File: config.mk
export PLATFORM = sky130hd
export DESIGN_NAME = ch1_sweep
export DESIGN_NICKNAME = d
export VERILOG_FILES = /design/src/rtl/ch1_sweep_pkg.sv /design/src/rtl/ch1_sweep_calc.sv /design/src/rtl/ch1_sweep.sv
export SDC_FILE = /design/constraint.sdc
export NUM_CORES = 1
export LEC_CHECK = 0
export ABC_AREA = 1
export CAP_MARGIN = 10
export CORE_MARGIN = 3
export CORE_UTILIZATION = 50
export DETAILED_ROUTE_END_ITERATION = 16
export DONT_BUFFER_PORTS = 1
export PLACE_DENSITY_LB_ADDON = 0.08
export SLEW_MARGIN = 5
export SYNTH_ARGS = -nofsm -noshare
export SYNTH_HDL_FRONTEND = slang
export SYNTH_SLANG_ARGS = --single-unit
export TNS_END_PERCENT = 10
File: constraint.sdc
create_clock -name dyfa_1mhz -period 9.1 [get_ports dyfa_1mhz]
set_input_delay 1.82 -clock dyfa_1mhz [delete_from_list [all_inputs] [get_ports dyfa_1mhz]]
set_output_delay 1.82 -clock dyfa_1mhz [all_outputs]
set_load 0.01 [all_outputs]
File: src/rtl/ch1_sweep_pkg.sv
// Shared APU definitions for the channel 1 frequency sweep unit.
package ch1_sweep_pkg;

  localparam int FREQ_W         = 11;
  localparam int PER_W          = 3;
  localparam int PERIOD_ZERO_AS = 8;

  typedef enum logic [1:0] {
    IDLE  = 2'd0,
    CALC1 = 2'd1,
    WRITE = 2'd2,
    CALC2 = 2'd3
  } sweep_state_e;

endpackage

File: src/rtl/ch1_sweep_calc.sv
// Combinational next-frequency datapath: shadow +/- (shadow >> shift) with overflow flag.
module ch1_sweep_calc #(
  parameter int FREQ_W = ch1_sweep_pkg::FREQ_W,
  parameter int PER_W  = ch1_sweep_pkg::PER_W
) (
  input  logic [FREQ_W-1:0] i_shadow,
  input  logic [PER_W-1:0]  i_shift,
  input  logic              i_negate,
  output logic [FREQ_W-1:0] o_sum,
  output logic              o_overflow
);

  logic [FREQ_W:0] w_delta;
  logic [FREQ_W:0] w_wide;

  // Subtraction cannot borrow because the delta never exceeds the shadow value.
  always_comb begin
    w_delta = {1'b0, i_shadow} >> i_shift;
    if (i_negate) begin
      w_wide = {1'b0, i_shadow} - w_delta;
    end else begin
      w_wide = {1'b0, i_shadow} + w_delta;
    end
  end

  assign o_sum      = w_wide[FREQ_W-1:0];
  assign o_overflow = w_wide[FREQ_W];

endmodule

File: src/rtl/ch1_sweep.sv
// Channel 1 frequency sweep: shadow register, sweep timer and the IDLE/CALC1/WRITE/CALC2 sequencer.
module ch1_sweep #(
  parameter int FREQ_W = ch1_sweep_pkg::FREQ_W,
  parameter int PER_W  = ch1_sweep_pkg::PER_W
) (
  input  logic              dyfa_1mhz,
  input  logic              apu_reset,
  input  logic              sweep_tick,
  input  logic              ch1_restart,
  input  logic [PER_W-1:0]  nr10_period,
  input  logic              nr10_negate,
  input  logic [PER_W-1:0]  nr10_shift,
  input  logic [FREQ_W-1:0] freq_in,
  output logic [FREQ_W-1:0] acc_d,
  output logic              acc_load,
  output logic              ch1_sweep_off,
  output logic              sweep_busy
);

  import ch1_sweep_pkg::*;

  localparam int TMR_W = PER_W + 1;

  sweep_state_e      r_state,   w_stateNext;
  logic [FREQ_W-1:0] r_shadow,  w_shadowNext;
  logic [FREQ_W-1:0] r_sum,     w_sumNext;
  logic [FREQ_W-1:0] r_accD,    w_accDNext;
  logic [TMR_W-1:0]  r_timer,   w_timerNext;
  logic              r_accLoad, w_accLoadNext;
  logic              r_off,     w_offNext;
  logic              r_enable,  w_enableNext;
  logic              r_negUsed, w_negUsedNext;
  logic              r_negPrev;

  logic [FREQ_W-1:0] w_calcSum;
  logic              w_calcOvf;
  logic [TMR_W-1:0]  w_reload;
  logic              w_periodZero;
  logic              w_shiftZero;

  ch1_sweep_calc #(
    .FREQ_W (FREQ_W),
    .PER_W  (PER_W)
  ) u_calc (
    .i_shadow   (r_shadow),
    .i_shift    (nr10_shift),
    .i_negate   (nr10_negate),
    .o_sum      (w_calcSum),
    .o_overflow (w_calcOvf)
  );

  assign w_periodZero = (nr10_period == '0);
  assign w_shiftZero  = (nr10_shift == '0);
  assign w_reload     = w_periodZero ? TMR_W'(PERIOD_ZERO_AS) : {1'b0, nr10_period};

  always_ff @(posedge dyfa_1mhz or posedge apu_reset) begin
    if (apu_reset) begin
      r_state   <= IDLE;
      r_shadow  <= '0;
      r_sum     <= '0;
      r_accD    <= '0;
      r_timer   <= '0;
      r_accLoad <= 1'b0;
      r_off     <= 1'b0;
      r_enable  <= 1'b0;
      r_negUsed <= 1'b0;
      r_negPrev <= 1'b0;
    end else begin
      r_state   <= w_stateNext;
      r_shadow  <= w_shadowNext;
      r_sum     <= w_sumNext;
      r_accD    <= w_accDNext;
      r_timer   <= w_timerNext;
      r_accLoad <= w_accLoadNext;
      r_off     <= w_offNext;
      r_enable  <= w_enableNext;
      r_negUsed <= w_negUsedNext;
      r_negPrev <= nr10_negate;
    end
  end

  // A restart overrides everything, including a sweep already in flight.
  always_comb begin
    w_stateNext   = r_state;
    w_shadowNext  = r_shadow;
    w_sumNext     = r_sum;
    w_accDNext    = r_accD;
    w_timerNext   = r_timer;
    w_accLoadNext = 1'b0;
    w_offNext     = r_off;
    w_enableNext  = r_enable;
    w_negUsedNext = r_negUsed;

    if (ch1_restart) begin
      w_shadowNext  = freq_in;
      w_timerNext   = w_reload;
      w_enableNext  = !w_periodZero || !w_shiftZero;
      w_negUsedNext = 1'b0;
      w_offNext     = 1'b0;
      w_stateNext   = w_shiftZero ? IDLE : CALC2;
    end else begin
      if (r_negPrev && !nr10_negate && r_negUsed) begin
        w_offNext = 1'b1;
      end
      case (r_state)
        IDLE: begin
          if (sweep_tick) begin
            if (r_timer > TMR_W'(1)) begin
              w_timerNext = r_timer - TMR_W'(1);
            end else begin
              w_timerNext = w_reload;
              if (r_enable && !w_periodZero) begin
                w_stateNext = CALC1;
              end
            end
          end
        end
        CALC1: begin
          if (nr10_negate) begin
            w_negUsedNext = 1'b1;
          end
          if (w_calcOvf) begin
            w_offNext   = 1'b1;
            w_stateNext = IDLE;
          end else if (!w_shiftZero) begin
            w_sumNext   = w_calcSum;
            w_stateNext = WRITE;
          end else begin
            w_stateNext = IDLE;
          end
        end
        WRITE: begin
          w_shadowNext  = r_sum;
          w_accDNext    = r_sum;
          w_accLoadNext = 1'b1;
          w_stateNext   = CALC2;
        end
        CALC2: begin
          if (nr10_negate) begin
            w_negUsedNext = 1'b1;
          end
          if (w_calcOvf) begin
            w_offNext = 1'b1;
          end
          w_stateNext = IDLE;
        end
        default: begin
          w_stateNext = IDLE;
        end
      endcase
    end
  end

  assign acc_d         = r_accD;
  assign acc_load      = r_accLoad;
  assign ch1_sweep_off = r_off;
  assign sweep_busy    = (r_state != IDLE);

endmodule

* Word level (Yosys, flattened, before mapping)
Index checks and enable logic that the tools add are counted.
W data, S select, Z words.
** Operators by class
- Add/subtract/negate cells :: 3
- Multiply operators :: 0
- Div/mod/pow operators :: 0
- $lt $le $gt $ge :: 1
- Equal/unequal tests :: 6
- Shift-type cells :: 1
- Mux-type cells :: 25
- Bitwise logic cells :: 3
- Reductions and logical operators :: 22
** Operators with widths (number)
- $mux W11 :: 2
- $mux W4 :: 5
- $mux W2 :: 7
- $add A11 B12 Y12 :: 1
- $mux W12 :: 1
- $reduce_bool A2 Y1 :: 6
- $shr A11 B3 Y12 :: 1
- $sub A11 B12 Y12 :: 1
- $mux W1 :: 9
- $ne A3 B3 Y1 const B :: 3
- $pmux W2 S4 :: 1
- $logic_not A3 Y1 :: 2
- $reduce_and A2 Y1 :: 3
- $eq A2 B2 Y1 const B :: 2
- $gt A4 B1 Y1 const B :: 1
- $reduce_and A4 Y1 :: 1
- $sub A4 B1 Y4 const B :: 1
- $logic_and A1 B1 Y1 :: 3
- $logic_not A1 Y1 :: 3
- $not A1 Y1 :: 3
- $reduce_and A3 Y1 :: 1
- $eq A2 B1 Y1 const B :: 1
- $logic_not A2 Y1 :: 1
- $reduce_or A2 Y1 :: 1
- $logic_or A1 B1 Y1 :: 1
** Storage, ports and cells
- Register bits :: 44
- Latch bits :: 0
- Bits in writable memories :: 0
- ROM bits :: 0
- Output and inout port bits :: 14
- Logic and storage cells :: 71
- Memories kept :: 0

* Logic depth before layout (Yosys ltp)
Gate-level depths: netlist of run 1.
- Depth after elaboration :: 8
- Gate-level depth with buffers :: 29
- Mapped depth without buffers :: 27

* Cells and area by module
From an unflattened synthesis of run 1, not the netlist that was laid out.
** Second synthesis, totals
- Cell total of the unflattened synthesis :: 455
- Area, all modules :: 3189.3 um^2
** By module, submodules not included
- ch1_sweep :: instances 1, cells an instance 227, area each 1939.4 um^2, sequential area each 1101.1 um^2
- ch1_sweep_calc :: instances 1, cells an instance 228, area each 1249.9 um^2, sequential area each 0.0 um^2

* Least setup slack after synthesis of run 1
OpenSTA, ideal clock, no wires.
- Path kind :: input-to-reg
- From :: input nr10_shift[1]
- To :: register r_sum[6]
- Setup time :: 0.117 ns
- Arrival time :: 4.315 ns
- Required time :: 8.983 ns
- Setup slack :: 4.668 ns
- Stages :: 27
- Path buffers :: 2
- Cell sequence :: inv_1 buf_2 nand3_1 nand2_1 nand2_1 nand2_2 ha_1 nand4_1 inv_1 nand2_1 inv_1 nand3_1 nand2_1 nand2_1 nand2_1 inv_1 ha_1 a21o_1 a31oi_1 nand3_1 inv_1 nand2_2 nand2_4 nand2_4 buf_12 nand2_2 nand2_1
** Between the ends
- Cells in the longest elaborated chain, start to end :: 5
** RTL lines
- start: declaration :: RTL line ch1_sweep.sv:12 : input logic [PER_W-1:0] nr10_shift,
- $shr A11 B3 Y12 :: RTL line ch1_sweep_calc.sv:18 : w_delta = {1'b0, i_shadow} >> i_shift;
- $add A11 B12 Y12 / $sub A11 B12 Y12 (equally long branches) :: RTL line ch1_sweep_calc.sv:22, ch1_sweep_calc.sv:20
- $mux W12 :: RTL line ch1_sweep_calc.sv:19 : if (i_negate) begin
- $not A1 Y1 (no line)
- $reduce_and A4 Y1 (no line)
- end signal: assignment :: RTL line ch1_sweep.sv:71 : r_sum <= w_sumNext;
- end: declaration :: RTL line ch1_sweep.sv:26 : logic [FREQ_W-1:0] r_sum, w_sumNext;
Parallel ways exist; a longest one is shown, timed or not.
A chain may end at the register's enable or synchronous reset.

* Worst setup path after layout of run 1
- From :: input nr10_shift[1]
- To :: register r_sum[9]
Same word-level chain as after synthesis.

==> impl_metrics.csv, run 1 <==
group,metric,value,unit
run_status,outcome,"complete, no violations",
cells_and_area,layout-drive-gt1-share,10.3,%
timing,slew_violations,0,
floorplan,die_h,84.5,µm
setup_path,end_kind,"register",
worst_hold_path,hp-class,"reg2reg",
detailed_routing,wl_per_cell,15.1,µm
setup_path,slowest_delay,0.33,ns
clock_network,clockRootBuffer,"clkbuf_8",
timing,period_needed,4.62,ns
synth,seq_area_frac_synth,35.8,%
detailed_routing,ant_nets,0,
setup_path,start_kind,"input port",
timing,fin_tns_setup,0,ns
synth,syn_nets,454,
setup_path,crit_arrival,4.80,ns
setup_path,crit_slowest_cell,"ha_1",
global_route,grt_first_pass_wirelength,12.6,mm
placed_design,io_buffers,0,
synth,netlist_area,0.00308,mm²
timing,hold_violations,0,
power,power_density,251,mW/mm²
power,ir_worst_vdd,0.138,mV
global_route,grt.total_usage,21.8,%
global_route,grt_pass1_vias,2628,
cells_and_area,final_nets,452,
cells_and_area,syn2layout_area_growth,4.72,%
setup_path,crit_path_frequent_cell,"nand2_1",
detailed_routing,drtIter0Drc,274,
timing,final.period_utilization,50.8,%
clock_network,htree_num_levels,2,
cells_and_area,layout_common_cells,"nand2_1 (135), nand3_1 (46), dfrtp_1 (44)",
floorplan,io_pins,36,
cells_and_area,multi_input_comb_area,0.00175,mm²
synth,synth_cell_types,32,
synth,yosys-top-cells-area,"dfrtp_1 (36%), nand2_1 (16%), nand3_1 (7.5%), ha_1 (5.7%), inv_1 (4.5%)",
detailed_routing,drc,0,
setup_path,critPathMaxFanout,12,
floorplan,initial_core_util,53.6,%
detailed_routing,dr.pass1.iters,4,
clock_network,clkSinkCount,44,
clock_network,cts_setup_buffers,0,
synth,synth_cells,417,
detailed_routing,drt_wl_total,7.36,mm
run,maxCapViolations,0,
timing,worst_slew_pin_slew,0.875,ns
clock_network,cts_resized,0,
placed_design,detailed_place_hpwl,5.91,mm
setup_path,worst_ep_required_time,9.28,ns
timing,timing.fmax,216,MHz
timing,grt_setup_unrepaired,"no",
synth,yosysTopAreaCellShare,35.8,%
floorplan,fp.coreArea,0.00574,mm²
synth,synth-seq-cells,44,
cells_and_area,fillers,574,
cells_and_area,final_common_cell,"nand2_1",
global_route,antenna_found_initial,0,
clock_network,cts_hold_buf,0,
cells_and_area,antennaDiodeCount,0,
setup_path,rrSetupSlack,5.72,ns
synth,postSynthAreaPerCell,7.38,µm²
clock_network,numCtsBuffers,5,
synth,synth_area_leader_cell,"dfrtp_1",
setup_path,critPathKind,"in2reg",
detailed_routing,vias,2700,
clock_network,worstSkewPairLatency,0.30,ns
floorplan,dieWidth,84.5,µm
global_route,grt_overflow,0,
floorplan,rows,27,
timing,slew_headroom,41.1,%
global_route,grt_start_max_net_pins,36,
detailed_routing,via_per_inst,5.53,
timing,skew,0.0139,ns
floorplan,design.die.area,0.00713,mm²
clock_network,clk_path_buf_depth,2,
placed_design,gp_congestion,0.897,
timing,setup_violations,0,
timing,whs,0.484,ns
clock_network,tritoncts,"built",
clock_network,clk_pin_slew,0.08,ns
synth,yosysWarnings,0,
power,cellLeakagePower,1.68,nW
cells_and_area,register_area,0.00110,mm²
## cells by family after synthesis
family	Yosys count	share of synthesized area, %
and+or+nand+nor	239	35.7
buffers and inverters	51	7.36
AOI/OAI and AO/OA	49	9.43
DFF	44	35.8
xor gates and xnor gates	19	5.41
adders and majority gates	15	6.34
## layer usage
layer  up-vias  wire length, µm  track usage [%]
li1       1348                -                -
met1      1263             3310             28.9
met2        85             3550             37.2
met3         4              447             5.20
met4         0               52             3.31
met5         -                0                0
## metrics by stage
stage	util [%]	cell area (µm²)	instances	setup slack [ns]	power, mW
finish	56.1	3220	488	4.48	0.809
global route	56.1	3220	488	4.14	0.881
CTS	56.0	3220	487	4.46	0.814
detailed placement	54.0	3100	479	4.16	0.660
global placement	54.0	3100	479	4.25	0.653
floorplan	-	3080	417	4.67	0.587
## path summary, 6_finish.rpt
path,cells past startpoint,end,from
setup reg to reg,25,r_sum[9]$_DFFE_PP0P_,r_shadow[7]$_DFFE_PP0P_
min in group asynchronous,1,r_timer[0]$_DFFE_PP0P_,apu_reset
max in group asynchronous,2,r_sum[9]$_DFFE_PP0P_,apu_reset
hold / removal,2,r_sum[10]$_DFFE_PP0P_,r_sum[10]$_DFFE_PP0P_
hold reg to reg,2,r_sum[10]$_DFFE_PP0P_,r_sum[10]$_DFFE_PP0P_
setup / recovery,25,r_sum[9]$_DFFE_PP0P_,nr10_shift[1]
## power by group
group	total (mW)	switching [mW]	internal [mW]
Sequential	0.327	0.0682	0.259
Clock	0.152	0.0691	0.0827
Combinational	0.330	0.202	0.128
Total	0.809	0.339	0.470
## cell type report
type                    count  share of cell area [%]
clock buffers               5                    2.14
clock inverters             3                    1.44
inverters                  39                    4.54
multi-input cells         322                    54.3
flip-flops and latches     44                    34.2
well taps                  72                    2.80
repair buffers              3                   0.621
## worst max-delay path: cells and delay by family
family / cells / cell delay [ns]
adder cells (fa/ha/maj): 2 / 0.52
buffers and inverters: 5 / 0.55
AO/OA/AOI/OAI: 2 / 0.37
AND/OR/NAND/NOR: 16 / 1.55
## cells in the mapped netlist
| cell | count |
|---|---|
| nand2_2 | 18 |
| inv_2 | 2 |
| o21ai_2 | 1 |
| inv_1 | 37 |
| a31o_2 | 1 |
| buf_6 | 1 |
| nor2_1 | 20 |
| xnor2_1 | 6 |
| buf_4 | 2 |
| ha_1 | 14 |
| a21o_1 | 2 |
| buf_2 | 3 |
| nor3_1 | 4 |
| dfrtp_1 | 44 |
| nand4_4 | 1 |
| o211ai_1 | 8 |
| clkbuf_1 | 5 |
| a31oi_1 | 3 |
| o21ai_0 | 19 |
| nand2_4 | 3 |
| buf_12 | 1 |
| a311oi_1 | 1 |
| nand3_2 | 6 |
| xor2_1 | 13 |
| nand3b_1 | 1 |
| nand4_1 | 4 |
| nand3_1 | 46 |
| fa_1 | 1 |
| o21bai_1 | 2 |
| nor4_1 | 1 |
| nand2_1 | 135 |
| a21oi_1 | 12 |
## sequential cells by signal, summed over array words and instances, names as in the netlist, named ones only
signal	count
r_negUsed	1
r_timer	4
ch1_sweep_off	1
r_negPrev	1
r_shadow	11
acc_load	1
r_state	1
r_sum	11
acc_d	11
r_enable	1
Power figures use the tool's default switching activity.
==> inputs of run 2 (changes only) <==
==> constraint.sdc (replaced) <==
create_clock -name dyfa_1mhz -period 4.85 [get_ports dyfa_1mhz]
set_input_delay 0.97 -clock dyfa_1mhz [delete_from_list [all_inputs] [get_ports dyfa_1mhz]]
set_output_delay 0.97 -clock dyfa_1mhz [all_outputs]
set_load 0.01 [all_outputs]
==> impl_metrics.csv, run 2 (synthesis gave the netlist of run 1 again) <==
group,metric,value,unit
floorplan,dieWidth,84.5,µm
cells_and_area,final_nets,452,
setup_path,worst_ep_required_time,5.04,ns
clock_network,htree_num_levels,2,
timing,slew_headroom,40.2,%
setup_path,cp_num_buf_inv,5,
power,p_comb_share,40.7,%
power,share_seq_of_total_power,40.4,%
timing,worst_slew_pin_slew,0.888,ns
detailed_routing,via_per_inst,5.43,
floorplan,design.die.area,0.00713,mm²
floorplan,die_h,84.5,µm
power,p_int,887,µW
run,maxCapViolations,0,
detailed_routing,dr.pass1.iters,4,
global_route,grt_first_pass_wirelength,12.4,mm
clock_network,clkSinkCount,44,
detailed_routing,drc,0,
setup_path,crit_arrival,3.93,ns
timing,timing.fmax,267,MHz
floorplan,fp.coreArea,0.00574,mm²
floorplan,initial_core_util,53.6,%
placed_design,gp_congestion,0.901,
setup_path,r2r_start,"r_shadow[7]$_DFFE_PP0P_",
setup_path,end_kind,"register",
placed_design,place_ws,0.775,ns
floorplan,rows,27,
cells_and_area,antennaDiodeCount,0,
global_route,grt_start_max_net_pins,36,
setup_path,crit_path_frequent_cell,"nand2_1",
timing,period_needed,3.75,ns
placed_design,io_buffers,0,
cells_and_area,final_common_cell,"nand2_1",
setup_path,path_delay_family,"simple AND/OR/NAND/NOR gates",
power,switchingPower,637,µW
cells_and_area,layout-drive-gt1-share,10.6,%
timing,grt_setup_unrepaired,"no",
global_route,antenna_found_initial,0,
power,totalPowerFinal,1.52,mW
detailed_routing,ant_nets,0,
timing,whs,0.471,ns
timing,setup_violations,0,
clock_network,numCtsBuffers,5,
clock_network,clockRootBuffer,"clkbuf_8",
global_route,grt.total_usage,21.3,%
clock_network,clk_path_buf_depth,2,
cells_and_area,final_area,0.00323,mm²
run_status,outcome,"complete, no violations",
floorplan,io_pins,36,
timing,fin_ws,1.10,ns
worst_hold_path,hp-class,"in2async",
detailed_routing,wl_per_cell,15.0,µm
setup_path,crit_start,"nr10_shift[1]",
clock_network,cts_setup_buffers,0,
clock_network,tritoncts,"built",
detailed_routing,vias,2649,
setup_path,rrSetupSlack,1.48,ns
placed_design,detailed_place_hpwl,5.84,mm
timing,hold_violations,0,
power,switching_share,41.8,%
timing,fin_tns_setup,0,ns
setup_path,start_kind,"input port",
placed_design,placed_cell_area,0.00311,mm²
timing,slew_violations,0,
clock_network,worstSkewPairLatency,0.29,ns
clock_network,cts_hold_buf,0,
cells_and_area,layout_common_cells,"nand2_1 (135), nand3_1 (46), dfrtp_1 (44)",
cells_and_area,syn2layout_area_growth,4.96,%
power,cellLeakagePower,1.68,nW
setup_path,slowest_delay,0.33,ns
global_route,grt_pass1_vias,2589,
timing,final.period_utilization,77.2,%
power,power_density,472,mW/mm²
clock_network,clk_pin_slew,0.09,ns
global_route,grt_overflow,0,
detailed_routing,drtIter0Drc,151,
power,p_clk_share,18.9,%
setup_path,critPathMaxFanout,12,
power,ir_worst_vdd,0.316,mV
setup_path,critPathKind,"in2reg",
detailed_routing,drt_wl_total,7.34,mm
setup_path,crit_slowest_cell,"ha_1",
timing,skew,0.00544,ns
clock_network,cts_resized,0,
run 2: power groups by stage:
stage,logic (mW),registers [mW],clock network [mW]
final,0.620,0.616,0.287
after global routing,0.717,0.631,0.313
after CTS,0.624,0.616,0.294
after detailed placement,0.621,0.623,0
after global placement,0.612,0.620,0
after floorplan,0.516,0.585,0
run 2: worst paths after layout:
check / end / cells after the start
max in group asynchronous: r_shadow[9]$_DFFE_PP0P_ / 2
hold / removal: r_timer[3]$_DFFE_PP0P_ / 1
hold reg to reg: r_sum[0]$_DFFE_PP0P_ / 2
min in group dyfa_1mhz: r_sum[0]$_DFFE_PP0P_ / 2
setup / recovery: r_sum[10]$_DFFE_PP0P_ / 25
setup reg to reg: r_sum[10]$_DFFE_PP0P_ / 25
run 2: layout make-up:
type                    count  area (µm²)
clock inverters             3        46.3
clock buffers               5        68.8
repair buffers              3        22.5
well taps                  72        90.1
fillers                   592        2510
multi-input cells         322        1760
inverters                  39         146
flip-flops and latches     44        1100
run 2: worst register-to-register path: stages (launching register included):
cell and delay, ns:
dfrtp_1 0.47, nand2_1 0.12, nand3_1 0.11, nand2_1 0.08
nand2_1 0.04, nand2_1 0.12, ha_1 0.19, nand4_1 0.14
inv_1 0.09, nand2_1 0.07, inv_1 0.05, nand3_1 0.07
nand2_1 0.07, nand2_1 0.05, nand2_1 0.05, inv_1 0.04
ha_1 0.33, a21o_1 0.20, a31oi_1 0.18, nand3_1 0.16
inv_1 0.10, nand2_2 0.07, nand2_4 0.13, nand2_4 0.15
nand2_1 0.11, nand2_1 0.05
run 2: per-layer routing:
layer	track usage (%)	vias up	wire length, µm
met4	3.74	0	72
met1	28.7	1223	3360
met5	0	-	0
met3	4.71	6	443
met2	35.7	69	3470
li1	-	1351	-
run 2: through the flow:
stage | utilization, % | std cells
2_1_floorplan | - | 417
3_3_place_gp | 54.2 | 480
3_5_place_dp | 54.2 | 480
4_1_cts | 56.2 | 488
5_1_grt | 56.3 | 488
6_report | 56.3 | 488
==> inputs of run 3 (changes only) <==
==> constraint.sdc (replaced) <==
create_clock -name dyfa_1mhz -period 3.3 [get_ports dyfa_1mhz]
set_input_delay 0.66 -clock dyfa_1mhz [delete_from_list [all_inputs] [get_ports dyfa_1mhz]]
set_output_delay 0.66 -clock dyfa_1mhz [all_outputs]
set_load 0.01 [all_outputs]
==> impl_metrics.csv, run 3 (synthesis gave the netlist of run 1 again) <==
group,metric,value,unit
setup_path,r2r_start,"r_shadow[8]$_DFFE_PP0P_",
placed_design,placed_cell_area,0.00342,mm²
cells_and_area,layout-drive-gt1-share,24.5,%
setup_path,r2r_cells,21,
run_status,outcome,"complete, no violations",
power,share_seq_of_total_power,36.1,%
detailed_routing,drt_wl_total,7.96,mm
timing,fin_tns_setup,0,ns
clock_network,htree_num_levels,2,
timing,worst_slew_pin_slew,0.940,ns
clock_network,cts_hold_buf,0,
run,maxCapViolations,0,
power,p_comb_share,46.6,%
cells_and_area,syn2layout_area_growth,20.1,%
setup_path,rrSetupSlack,0.23,ns
clock_network,worstSkewPairLatency,0.29,ns
global_route,antenna_found_initial,0,
timing,final.period_utilization,93.2,%
setup_path,worst_ep_required_time,3.49,ns
cells_and_area,antennaDiodeCount,0,
clock_network,tritoncts,"built",
global_route,grt_pass1_vias,2696,
global_route,grt_start_max_net_pins,31,
power,p_int,1.50,mW
worst_hold_path,hp-class,"in2async",
clock_network,clk_path_buf_depth,2,
power,power_density,672,mW/mm²
power,ir_worst_vdd,0.372,mV
cells_and_area,final_common_cell,"nand2_1",
cells_and_area,final_area,0.00370,mm²
clock_network,numCtsBuffers,5,
cells_and_area,layout_common_cells,"nand2_1 (130), buf_4 (50), nand3_1 (39), dfrtp_1 (39), inv_1 (34)",
setup_path,crit_slowest_cell,"dfrtp_2",
global_route,grt_overflow,0,
global_route,grt.total_usage,23.1,%
detailed_routing,drtIter0Drc,196,
floorplan,fp.coreArea,0.00574,mm²
placed_design,detailed_place_hpwl,6.23,mm
setup_path,crit_path_frequent_cell,"nand2_1",
clock_network,clk_pin_slew,0.08,ns
timing,skew,0.00524,ns
power,p_clk_share,17.3,%
setup_path,crit_arrival,3.26,ns
global_route,grt_first_pass_wirelength,13.2,mm
placed_design,gp_congestion,0.912,
floorplan,rows,27,
cells_and_area,final_nets,501,
timing,setup_violations,0,
floorplan,initial_core_util,53.6,%
detailed_routing,via_per_inst,5.39,
setup_path,regToRegEndpoint,"r_sum[9]$_DFFE_PP0P_",
setup_path,end_kind,"register",
floorplan,die_h,84.5,µm
placed_design,placedCellCount,520,
timing,period_needed,3.07,ns
power,cellLeakagePower,1.92,nW
power,switching_share,39.5,%
detailed_routing,ant_nets,0,
placed_design,io_buffers,0,
detailed_routing,vias,2897,
cells_and_area,final_cells,537,
timing,slew_headroom,36.7,%
clock_network,clockRootBuffer,"clkbuf_8",
detailed_routing,wl_per_cell,14.8,µm
detailed_routing,dr.pass1.iters,5,
floorplan,design.die.area,0.00713,mm²
setup_path,worstPathCellList,"buf_4 > inv_1 > nand2_1 > nand3_1 > nand2_1 > nand2_1 > nand2_2 > o21ai_0 > nand2_1 > a21oi_2 > xor2_1 > inv_1 > ha_1 > buf_4 > a31oi_1 > nand3_2 > nand4_4 > nand2_4 > buf_12 > nand3_1 > nand2_1",
power,switchingPower,982,µW
timing,slew_violations,0,
floorplan,io_pins,36,
clock_network,clkSinkCount,44,
setup_path,critPathMaxFanout,10,
setup_path,critPathKind,"reg2reg",
setup_path,start_kind,"register",
floorplan,dieWidth,84.5,µm
timing,timing.fmax,325,MHz
timing,hold_violations,0,
setup_path,slowest_delay,0.43,ns
detailed_routing,drc,0,
run 3: per-layer routing:
layer	GRT usage (%)	up-vias	share of wire, %
met4	5.76	0	1.4
met5	0	-	0
met2	37.1	73	47
met1	32.3	1361	47
li1	-	1454	-
met3	4.51	9	4.6
run 3: power by group through the flow:
| stage | logic, mW | clock network [mW] | registers (mW) |
|---|---|---|---|
| floorplan | 0.759 | 0 | 0.860 |
| global placement | 1.08 | 0 | 0.910 |
| CTS | 1.09 | 0.439 | 0.899 |
| detailed placement | 1.09 | 0 | 0.908 |
| finish | 1.16 | 0.430 | 0.897 |
| global route | 1.31 | 0.465 | 0.923 |
run 3: critical path: cells and delay by family (launching register included):
| kind | cells | cell delay (ns) |
|---|---|---|
| flops | 1 | 0.43 |
| compound gates | 3 | 0.48 |
| fa+ha+maj | 1 | 0.29 |
| xor+xnor | 1 | 0.18 |
| buf+inv | 5 | 0.55 |
| simple gates | 11 | 1.03 |
run 3: metrics by stage:
step	setup slack (ns)	power [mW]	util [%]	hold slack (ns)
after floorplan	0.0280	1.62	-	0.442
after global placement	-0.0914	1.99	59.6	0.465
after detailed placement	-0.164	2.00	59.6	0.464
after CTS	0.0945	2.43	61.7	0.226
after global routing	-0.00165	2.70	64.4	0.220
final	0.225	2.48	64.4	0.215
run 3: layout make-up:
| class | count | area, µm² |
|---|---|---|
| clock inverters | 2 | 38.8 |
| clock buffers | 6 | 82.6 |
| fillers | 517 | 2050 |
| repair buffers | 51 | 395 |
| flip-flops and latches | 44 | 1110 |
| multi-input cells | 322 | 1830 |
| inverters | 39 | 153 |
| well taps | 72 | 90.1 |
| repair inverters | 1 | 5.00 |
run 3: worst max-delay path by stage:
| stage | from | endpoint | slack (ns) | cells after the start |
|---|---|---|---|---|
| after floorplan | nr10_shift[1] | r_sum[6]$_DFFE_PP0P_ | 0.03 | 27 |
| after global placement | nr10_shift[1] | r_sum[9]$_DFFE_PP0P_ | -0.09 | 25 |
| after detailed placement | nr10_shift[1] | r_sum[9]$_DFFE_PP0P_ | -0.16 | 25 |
| after CTS | r_shadow[5]$_DFFE_PP0P_ | r_sum[9]$_DFFE_PP0P_ | 0.09 | 25 |
| after global routing | r_shadow[10]$_DFFE_PP0P_ | r_sum[9]$_DFFE_PP0P_ | -0.002 | 25 |
| final | r_shadow[8]$_DFFE_PP0P_ | r_sum[9]$_DFFE_PP0P_ | 0.23 | 21 |
run 3: timing repair:
action | 4_1_cts | 5_1_grt
gates resized for setup | 0 | 25
setup buffers | 0 | 8
endpoints found under the setup margin | 0 | 13
